==> src/rtl/pocket_hit_arbiter_pkg.sv <==
// Shared types and defaults for the pocket hit arbiter.
package pocket_hit_arbiter_pkg;

  // Default number of ball requesters.
  localparam int unsigned NumBallsDefault = 4;

  // Arbiter FSM states.
  typedef enum logic [1:0] {
    StIdle    = 2'd0,
    StGrant   = 2'd1,
    StHoldoff = 2'd2
  } arb_state_e;

endpackage

==> src/rtl/pocket_hit_arbiter_rr_pick.sv <==
// Round-robin winner search: first set bit of pending at or after ptr, wrapping.
module pocket_hit_arbiter_rr_pick #(
  parameter int unsigned NumBalls = 4,
  parameter int unsigned IdW      = $clog2(NumBalls)
) (
  input  logic [NumBalls-1:0] pending_i,
  input  logic [IdW-1:0]      ptr_i,
  output logic [IdW-1:0]      winner_o,
  output logic                any_valid_o
);

  // Scan NumBalls positions starting at ptr; the first pending one wins.
  always_comb begin
    int unsigned idx;
    idx         = 0;
    winner_o    = '0;
    any_valid_o = 1'b0;
    for (int unsigned k = 0; k < NumBalls; k++) begin
      idx = (32'(ptr_i) + k) % NumBalls;
      if (!any_valid_o && pending_i[idx]) begin
        winner_o    = IdW'(idx);
        any_valid_o = 1'b1;
      end
    end
  end

endmodule

==> src/rtl/pocket_hit_arbiter.sv <==
// Pocket hit arbiter: collects per-ball hole hits, presents one at a time to the
// score/removal unit, and allows at most one sink per video frame.
module pocket_hit_arbiter
  import pocket_hit_arbiter_pkg::*;
#(
  parameter int unsigned NUM_BALLS   = NumBallsDefault,
  parameter int unsigned ACK_TIMEOUT = 255
) (
  input  logic                         clk,
  input  logic                         reset,
  input  logic                         startOfFrame,
  input  logic                         newRack,
  input  logic [NUM_BALLS-1:0]         ballHitReq,
  input  logic                         hitAck,
  output logic                         hitValid,
  output logic [$clog2(NUM_BALLS)-1:0] hitBallId,
  output logic [NUM_BALLS-1:0]         sunkMask,
  output logic                         allSunk,
  output logic                         timeoutErr
);

  localparam int unsigned IdW  = $clog2(NUM_BALLS);
  localparam int unsigned CntW = $clog2(ACK_TIMEOUT + 1);

  arb_state_e           state_q;
  logic [NUM_BALLS-1:0] pending_q;
  logic [NUM_BALLS-1:0] sunk_q;
  logic [IdW-1:0]       ptr_q;
  logic [IdW-1:0]       hit_id_q;
  logic                 hit_valid_q;
  logic                 timeout_err_q;
  logic [CntW-1:0]      wait_cnt_q;

  logic [NUM_BALLS-1:0] new_req;
  logic [NUM_BALLS-1:0] id_onehot;
  logic [IdW-1:0]       next_ptr;
  logic [IdW-1:0]       winner;
  logic                 any_valid;
  logic                 wait_expired;

  // Sunk balls can no longer request.
  assign new_req      = ballHitReq & ~sunk_q;
  assign id_onehot    = {{(NUM_BALLS - 1){1'b0}}, 1'b1} << hit_id_q;
  assign next_ptr     = (hit_id_q == IdW'(NUM_BALLS - 1)) ? '0 : hit_id_q + 1'b1;
  assign wait_expired = (wait_cnt_q == CntW'(ACK_TIMEOUT));

  pocket_hit_arbiter_rr_pick #(
    .NumBalls (NUM_BALLS),
    .IdW      (IdW)
  ) rr_pick (
    .pending_i   (pending_q),
    .ptr_i       (ptr_q),
    .winner_o    (winner),
    .any_valid_o (any_valid)
  );

  // FSM with registered outputs; reset beats newRack, newRack beats everything else.
  always_ff @(posedge clk) begin
    if (reset) begin
      state_q       <= StIdle;
      pending_q     <= '0;
      sunk_q        <= '0;
      ptr_q         <= '0;
      hit_id_q      <= '0;
      hit_valid_q   <= 1'b0;
      timeout_err_q <= 1'b0;
      wait_cnt_q    <= '0;
    end else if (newRack) begin
      // Same-cycle requests are dropped along with the old pending set.
      state_q       <= StIdle;
      pending_q     <= '0;
      sunk_q        <= '0;
      ptr_q         <= '0;
      hit_valid_q   <= 1'b0;
      timeout_err_q <= 1'b0;
      wait_cnt_q    <= '0;
    end else begin
      timeout_err_q <= 1'b0;
      pending_q     <= pending_q | new_req;
      unique case (state_q)
        StIdle: begin
          if (any_valid) begin
            state_q     <= StGrant;
            hit_id_q    <= winner;
            hit_valid_q <= 1'b1;
            wait_cnt_q  <= '0;
          end
        end
        StGrant: begin
          // Ack wins over a coinciding timeout.
          if (hitAck) begin
            sunk_q      <= sunk_q | id_onehot;
            pending_q   <= (pending_q | new_req) & ~id_onehot;
            ptr_q       <= next_ptr;
            hit_valid_q <= 1'b0;
            state_q     <= StHoldoff;
          end else if (wait_expired) begin
            // Ball stays pending so it is offered again in a later frame.
            timeout_err_q <= 1'b1;
            ptr_q         <= next_ptr;
            hit_valid_q   <= 1'b0;
            state_q       <= StHoldoff;
          end else begin
            wait_cnt_q <= wait_cnt_q + 1'b1;
          end
        end
        StHoldoff: begin
          if (startOfFrame) begin
            state_q <= StIdle;
          end
        end
        default: state_q <= StIdle;
      endcase
    end
  end

  assign hitValid   = hit_valid_q;
  assign hitBallId  = hit_id_q;
  assign sunkMask   = sunk_q;
  assign allSunk    = &sunk_q;
  assign timeoutErr = timeout_err_q;

endmodule

==> config.mk <==
export PLATFORM = sky130hd
export DESIGN_NAME = pocket_hit_arbiter
export DESIGN_NICKNAME = d
export VERILOG_FILES = /design/src/rtl/pocket_hit_arbiter_pkg.sv /design/src/rtl/pocket_hit_arbiter_rr_pick.sv /design/src/rtl/pocket_hit_arbiter.sv
export SDC_FILE = /design/constraint.sdc
export NUM_CORES = 1
export LEC_CHECK = 0
export CAP_MARGIN = 0
export CORE_MARGIN = 2
export CORE_UTILIZATION = 52
export DETAILED_ROUTE_END_ITERATION = 6
export PLACE_DENSITY = 0.86
export SYNTH_ARGS = -nofsm -noshare
export SYNTH_HDL_FRONTEND = slang
export SYNTH_HIERARCHICAL = 1
export SYNTH_SLANG_ARGS = --single-unit
==> constraint.sdc <==
create_clock -name clk -period 2 [get_ports clk]
set_clock_uncertainty 0.05 [all_clocks]
set_input_delay 0.4 -clock clk [delete_from_list [all_inputs] [get_ports clk]]
set_output_delay 0.4 -clock clk [all_outputs]
set_load 0.05 [all_outputs]
==> flow_metrics.py, run 1 <==
metrics = {
    "clocking": {
        "clkLatencyLatePin_ns": 0.31,
        "postCtsSetupRepairBufs": 0,
        "cts-buffers-inserted": 3,
        "cts.path.max_buffers": 2,
        "clk_root_buffer_cell": "sky130_fd_sc_hd__clkbuf_4",
        "cts_max_level": 1,
        "clkTransAtPathRegs_ns": 0.13,
        "cts_sinks": 24,
        "cts_tree": "built",
    },
    "min_path": {
        "timing.hold.worst.start": "wait_cnt_q[1]",
        "worst_hold_path.endpoint": "wait_cnt_q[1]",
        "min-delay-path-class": "reg2reg",
        "timing.hold.worst_path_depth": 2,
    },
    "floorplanning": {
        "placeableCoreArea_um2": 2190,
        "ios": 18,
        "die_y_um": 52.1,
        "die-area_um2": 2710,
        "chipWidth_um": 52.1,
        "num_rows": 17,
        "initial_utilization_pct": 54.9,
    },
    "detailed_routing": {
        "route.antenna.remaining_nets": 0,
        "vias": 1172,
        "drt_iter0_markers": 46,
        "drt-pass1-iter-count": 4,
        "routedWlPerCell_um": 15.2,
        "drc_errors": 0,
        "drt_wl_total_um": 2960,
        "vias_cell": 6.01,
    },
    "worst_setup_path": {
        "path_delay_family": "buffers and inverters",
        "cp_max_fo": 2,
        "reg2reg_setup_slack_ns": 0.26,
        "count_of_cells_along_the_worst_register_to_register_path": 6,
        "data_required_time_at_the_worst_endpoint_ns": 1.55,
        "path_class": "reg2out",
        "worst-path-buf-inv": 1,
        "startpoint_type": "register",
        "critical_path_s_largest_stage_delay_ns": 0.81,
        "reg2reg_from": "pending_q[0]",
        "worst_ep_arrival_time_ns": 1.48,
        "slowest_stage": "sky130_fd_sc_hd__clkdlybuf4s50_1",
        "critPathCaptureType": "output port",
        "timing.critical_path.cells": "clkdlybuf4s50_1",
        "critical_path.reg2reg.endpoint": "wait_cnt_q[4]",
    },
    "cells_and_area": {
        "num_antenna_cells": 0,
        "fillers": 185,
        "num-nets-final": 182,
        "drive_above_1_share_pct": 13.2,
        "final_cell_count_no_fill": 195,
        "combined_area_of_the_multi_input_logic_cells_um2": 676,
        "regArea_um2": 480,
        "synthToLayoutAreaGrowth_pct": 23.4,
        "finish.instance_area_um2": 1480,
    },
    "synthesis": {
        "synth_enable_flop_cells": 0,
        "mappedNetlistArea_um2": 1200,
        "synth_seq_cells": 24,
        "ys.flop_type": "sky130_fd_sc_hd__dfxtp_1",
        "synth_fp_nets": 157,
        "synthesis.instances": 143,
        "synth.lib_cells_used.distinct": 41,
        "ys.warnings.count": 6,
        "ys_async_sr_fraction_pct": 0,
        "synth.avg_cell_area_um2": 8.41,
        "yosys-top-cells-count": "sky130_fd_sc_hd__dfxtp_1, sky130_fd_sc_hd__a21oi_1, sky130_fd_sc_hd__nor2_1",
        "synth.yosys.seq_area_share_pct": 40.0,
        "ys_top_cells_by_area": "sky130_fd_sc_hd__dfxtp_1, sky130_fd_sc_hd__a21oi_1, sky130_fd_sc_hd__ha_1",
        "synth_area_leader_cell": "sky130_fd_sc_hd__dfxtp_1",
        "synth_top_area_share_pct": 40.0,
        "synthMostInstantiatedCell": "sky130_fd_sc_hd__dfxtp_1",
    },
    "sta": {
        "timing.fmax_mhz": 519,
        "slew_headroom_pct": 64.1,
        "report.final.hold_viol_count": 0,
        "setup_tns_ns": 0,
        "setup_viol": 0,
        "unrepaired_setup_endpoints_after_global_routing": "false",
        "period_needed_ns": 1.93,
        "timing_worst_slew_pin_value_ns": 0.537,
        "slew_violations": 0,
        "final_min_period_over_clock_period_pct": 96.3,
    },
    "placement": {
        "dp_hpwl_um": 2140,
        "portBuffers": 17,
        "dp_cells": 191,
        "postPlaceCellArea_um2": 1420,
        "globalplace.congestion": 0.867,
    },
    "power": {
        "static-leakage-power_nw": 0.618,
        "ir_worst_vdd_v": 0.000505,
        "power_density_nw_per_um2": 651,
    },
    "global_route": {
        "grt_antenna_before_repair": 0,
        "grt-ovfl-total": 0,
        "track_usage_pct": 23.0,
        "first_global_vias": 1065,
        "grt_first_pass_wirelength_um": 4620,
        "maximum_number_of_pins_on_one_net_before_global_route_repair": 15,
    },
    "outcome": {
        "status": "finished clean",
    },
    "job": {
        "max_cap_violations": 0,
    },
}
-- area by class of cell --
class	count	area share [%]
Sequential cell	24	32.4
Clock inverter	1	2.02
Inverter	8	2.02
Multi-Input combinational cell	109	45.5
Timing Repair Buffer	22	14.2
Tap cell	28	2.36
Clock buffer	3	1.52
-- flip-flops by register name, summed over array words and instances (netlist names) --
name / flops
wait_cnt_q: 8
pending_q: 4
sunkMask: 4
hitBallId: 2
ptr_q: 2
state_q: 2
hitValid: 1
timeoutErr: 1
-- how the worst max path moves through the flow --
stage	startpoint	to	depth (start not counted)
2_1_floorplan	sunkMask[3]	allSunk	1
3_3_place_gp	newRack	wait_cnt_q[3]	4
3_5_place_dp	newRack	wait_cnt_q[3]	4
4_1_cts	sunkMask[3]	sunkMask[3]	1
5_1_grt	hitValid	hitValid	1
6_report	hitValid	hitValid	1
-- through the flow --
step	setup slack (ns)	power [W]	hold WS [ns]	util, %
floorplan	0.325	0.000579	0.408	-
global placement	0.0877	0.000621	0.435	64.9
detailed placement	0.0117	0.000625	0.439	64.9
CTS	0.00665	0.000968	0.464	67.3
global route	0.0515	0.00100	0.481	67.7
finish	0.0734	0.000966	0.466	67.7
-- repair_timing --
action | CTS | global route
gates resized for setup | 0 | 4
endpoints found under the setup margin | 0 | 4
hold buffers | 0 | 0
-- power breakdown --
part           leakage, nW  switching, W  internal (W)
clock               0.0279      0.000142      0.000203
sequential           0.194     0.0000124      0.000488
combinational        0.396     0.0000678     0.0000534
total                0.618      0.000222      0.000744
-- per-layer routing --
layer	vias to the layer above	global-route usage, %	wire, um
li1	568	-	-
met1	570	24.9	1260
met2	29	45.1	1550
met3	5	3.45	107
met4	0	6.58	32
met5	-	0	0
-- layout by cell type (no fill, tap or decap), drive strengths merged, types with 2 or more instances in the layout --
master and instances:
dfxtp 24, a21oi 21, nor2 13, o21ai 10, nand3 10, nand2 10, clkdlybuf4s50 10, buf 8
inv 8, ha 5, nor2b 4, nor3 4, dlymetal6s2s 4, clkbuf 3, nand2b 3, and2 2
o211ai 2, a21boi 2, a2bb2oi 2, and4 2, and3 2, a21o 2
-- cell families after synthesis --
family	synth area share, %
AND/OR/NAND/NOR	26.8
buffers and inverters	3.85
adder cells (fa/ha/maj)	5.20
multiplexers	0.832
AO/OA/AOI/OAI	23.3
flip-flops	40.0
Power figures use the tool's default switching activity.
==> run 2: changes to the inputs <==
--- a/config.mk
+++ b/config.mk
@@ -6,10 +6,12 @@
 export NUM_CORES = 1
 export LEC_CHECK = 0
 export CAP_MARGIN = 0
+export CORE_ASPECT_RATIO = 0.5
 export CORE_MARGIN = 2
-export CORE_UTILIZATION = 52
+export CORE_UTILIZATION = 26
 export DETAILED_ROUTE_END_ITERATION = 6
-export PLACE_DENSITY = 0.86
+export MAX_ROUTING_LAYER = met4
+export PLACE_DENSITY = 0.53
 export SYNTH_ARGS = -nofsm -noshare
 export SYNTH_HDL_FRONTEND = slang
 export SYNTH_HIERARCHICAL = 1
==> run 2 against run 1 <==
Against the previous run: combinational power down 5%; core utilization down 33 points; fmax up 1.0%; count of clock-buffer cells in the layout unchanged; critical path depth unchanged; first-iteration DRC count down 11%; wire length down 7.2%; worst setup slack better by 0.019 ns; highest routed layer unchanged.
==> flow_metrics.py, run 2 (synthesized netlist as in run 1, its figures left out) <==
metrics = {
    "worst_setup_path": {
        "path_delay_family": "buffers and inverters",
        "cp_max_fo": 4,
        "critPathCaptureType": "output port",
        "path_class": "reg2out",
        "critical_path_s_largest_stage_delay_ns": 0.81,
        "data_required_time_at_the_worst_endpoint_ns": 1.55,
        "worst-path-buf-inv": 1,
        "startpoint_type": "register",
        "slowest_stage": "sky130_fd_sc_hd__clkdlybuf4s50_1",
        "worst_ep_arrival_time_ns": 1.46,
        "timing.critical_path.cells": "clkdlybuf4s50_1",
    },
    "floorplanning": {
        "die-area_um2": 5220,
        "initial_utilization_pct": 27.2,
        "placeableCoreArea_um2": 4420,
        "num_rows": 17,
        "die_y_um": 52.1,
        "chipWidth_um": 100,
        "ios": 18,
    },
    "power": {
        "static-leakage-power_nw": 0.569,
        "ir_worst_vdd_v": 0.000311,
        "power_density_nw_per_um2": 687,
    },
    "clocking": {
        "cts.path.max_buffers": 2,
        "clkTransAtPathRegs_ns": 0.09,
        "cts.repair.resized": 0,
        "clkLatencyLatePin_ns": 0.27,
        "clk_root_buffer_cell": "sky130_fd_sc_hd__clkbuf_8",
        "holdBufCountCts": 0,
        "cts-buffers-inserted": 3,
        "cts_sinks": 24,
        "cts_max_level": 1,
        "postCtsSetupRepairBufs": 0,
        "cts_tree": "built",
    },
    "cells_and_area": {
        "layout.cells.most_common_list": "sky130_fd_sc_hd__dfxtp_1, sky130_fd_sc_hd__a21oi_1, sky130_fd_sc_hd__nor2_1, sky130_fd_sc_hd__clkdlybuf4s50_1",
        "mostFrequentLayoutCell": "sky130_fd_sc_hd__dfxtp_1",
        "num-nets-final": 181,
        "num_antenna_cells": 0,
        "fillers": 476,
        "number_of_flip_flops_in_the_largest_register": 8,
        "drive_above_1_share_pct": 13.9,
        "synthToLayoutAreaGrowth_pct": 26.3,
        "largest_register": "wait_cnt_q",
    },
    "sta": {
        "period_needed_ns": 1.91,
        "setup_tns_ns": 0,
        "timing.fmax_mhz": 524,
        "final_min_period_over_clock_period_pct": 95.4,
        "slew_violations": 0,
        "setup_viol": 0,
        "report.final.hold_viol_count": 0,
        "slew_headroom_pct": 66.5,
        "timing_worst_slew_pin_value_ns": 0.502,
        "unrepaired_setup_endpoints_after_global_routing": "false",
        "postLayoutSetupSlackWorst_ns": 0.0925,
    },
    "detailed_routing": {
        "drt_wl_total_um": 2740,
        "routedWlPerCell_um": 12.3,
        "drt_iter0_markers": 41,
        "route.antenna.remaining_nets": 0,
        "drt-pass1-iter-count": 4,
        "drc_errors": 0,
        "vias_cell": 4.88,
        "vias": 1089,
    },
    "placement": {
        "dp_hpwl_um": 2100,
        "globalplace.congestion": 0.871,
        "place_worst_setup_slack_ns": 0.0337,
        "portBuffers": 17,
    },
    "global_route": {
        "maximum_number_of_pins_on_one_net_before_global_route_repair": 15,
        "grt-ovfl-total": 0,
        "grt_first_pass_wirelength_um": 4660,
        "first_global_vias": 992,
        "track_usage_pct": 11.5,
        "grt_antenna_before_repair": 0,
    },
    "min_path": {
        "min-delay-path-class": "reg2reg",
    },
    "job": {
        "max_cap_violations": 0,
    },
    "outcome": {
        "status": "finished clean",
    },
}
==> run 2: cell count changes in the layout (fill, tap and decap cells not counted), sizes merged <==
cell,change
clkdlybuf4s50,+1
dlymetal6s2s,-3
buf,+1
==> run 2: power by group <==
group / switching, W / total [W] / internal [W]
clock network: 0.000162 / 0.000430 / 0.000268
logic: 0.0000633 / 0.000115 / 0.0000519
registers: 0.0000113 / 0.000498 / 0.000487
==> run 2: per-layer routing <==
layer / vias up / part of all wire [%] / global-route usage (%)
met2: 11 / 44 / 18.2
met1: 512 / 53 / 14.9
met5: - / 0 / -
met4: 0 / 1.1 / 2.74
met3: 4 / 2.6 / 2.96
li1: 562 / - / -
==> run 2: layout make-up <==
type | count | area (um2) | share of cell area, %
multi-input cells | 109 | 676 | 44.5
flip-flops and latches | 24 | 480 | 31.6
repair buffers | 21 | 190 | 12.5
well taps | 57 | 71.3 | 4.70
clock buffers | 3 | 41.3 | 2.72
clock inverters | 1 | 30.0 | 1.98
inverters | 8 | 30.0 | 1.98
==> run 2: worst paths after layout <==
kind	start	endpoint	slack, ns	depth (start not counted)
max	sunkMask[1]	sunkMask[1]	0.09	1
max reg2reg	wait_cnt_q[0]	ptr_q[0]	0.31	5
min reg2reg	wait_cnt_q[0]	wait_cnt_q[0]	0.45	1
min	wait_cnt_q[0]	wait_cnt_q[0]	0.45	1
==> run 2: through the flow <==
stage          hold slack [ns]  cells  cell area (um2)  util (%)  total power (W)
6_report                 0.446    223             1520      34.3          0.00104
5_1_grt                  0.472    223             1520      34.3          0.00110
4_1_cts                  0.450    223             1520      34.3          0.00106
3_5_place_dp             0.435    219             1450      32.7         0.000626
3_3_place_gp             0.437    219             1450      32.7         0.000626
2_1_floorplan            0.408    143             1200         -         0.000579
==> run 3: changes to the inputs <==
--- a/config.mk
+++ b/config.mk
@@ -16,3 +16,4 @@
 export SYNTH_HDL_FRONTEND = slang
 export SYNTH_HIERARCHICAL = 1
 export SYNTH_SLANG_ARGS = --single-unit
+export TNS_END_PERCENT = 100
==> results of run 3 <==
Final layout, timing and power as in run 2 (identical DEF).
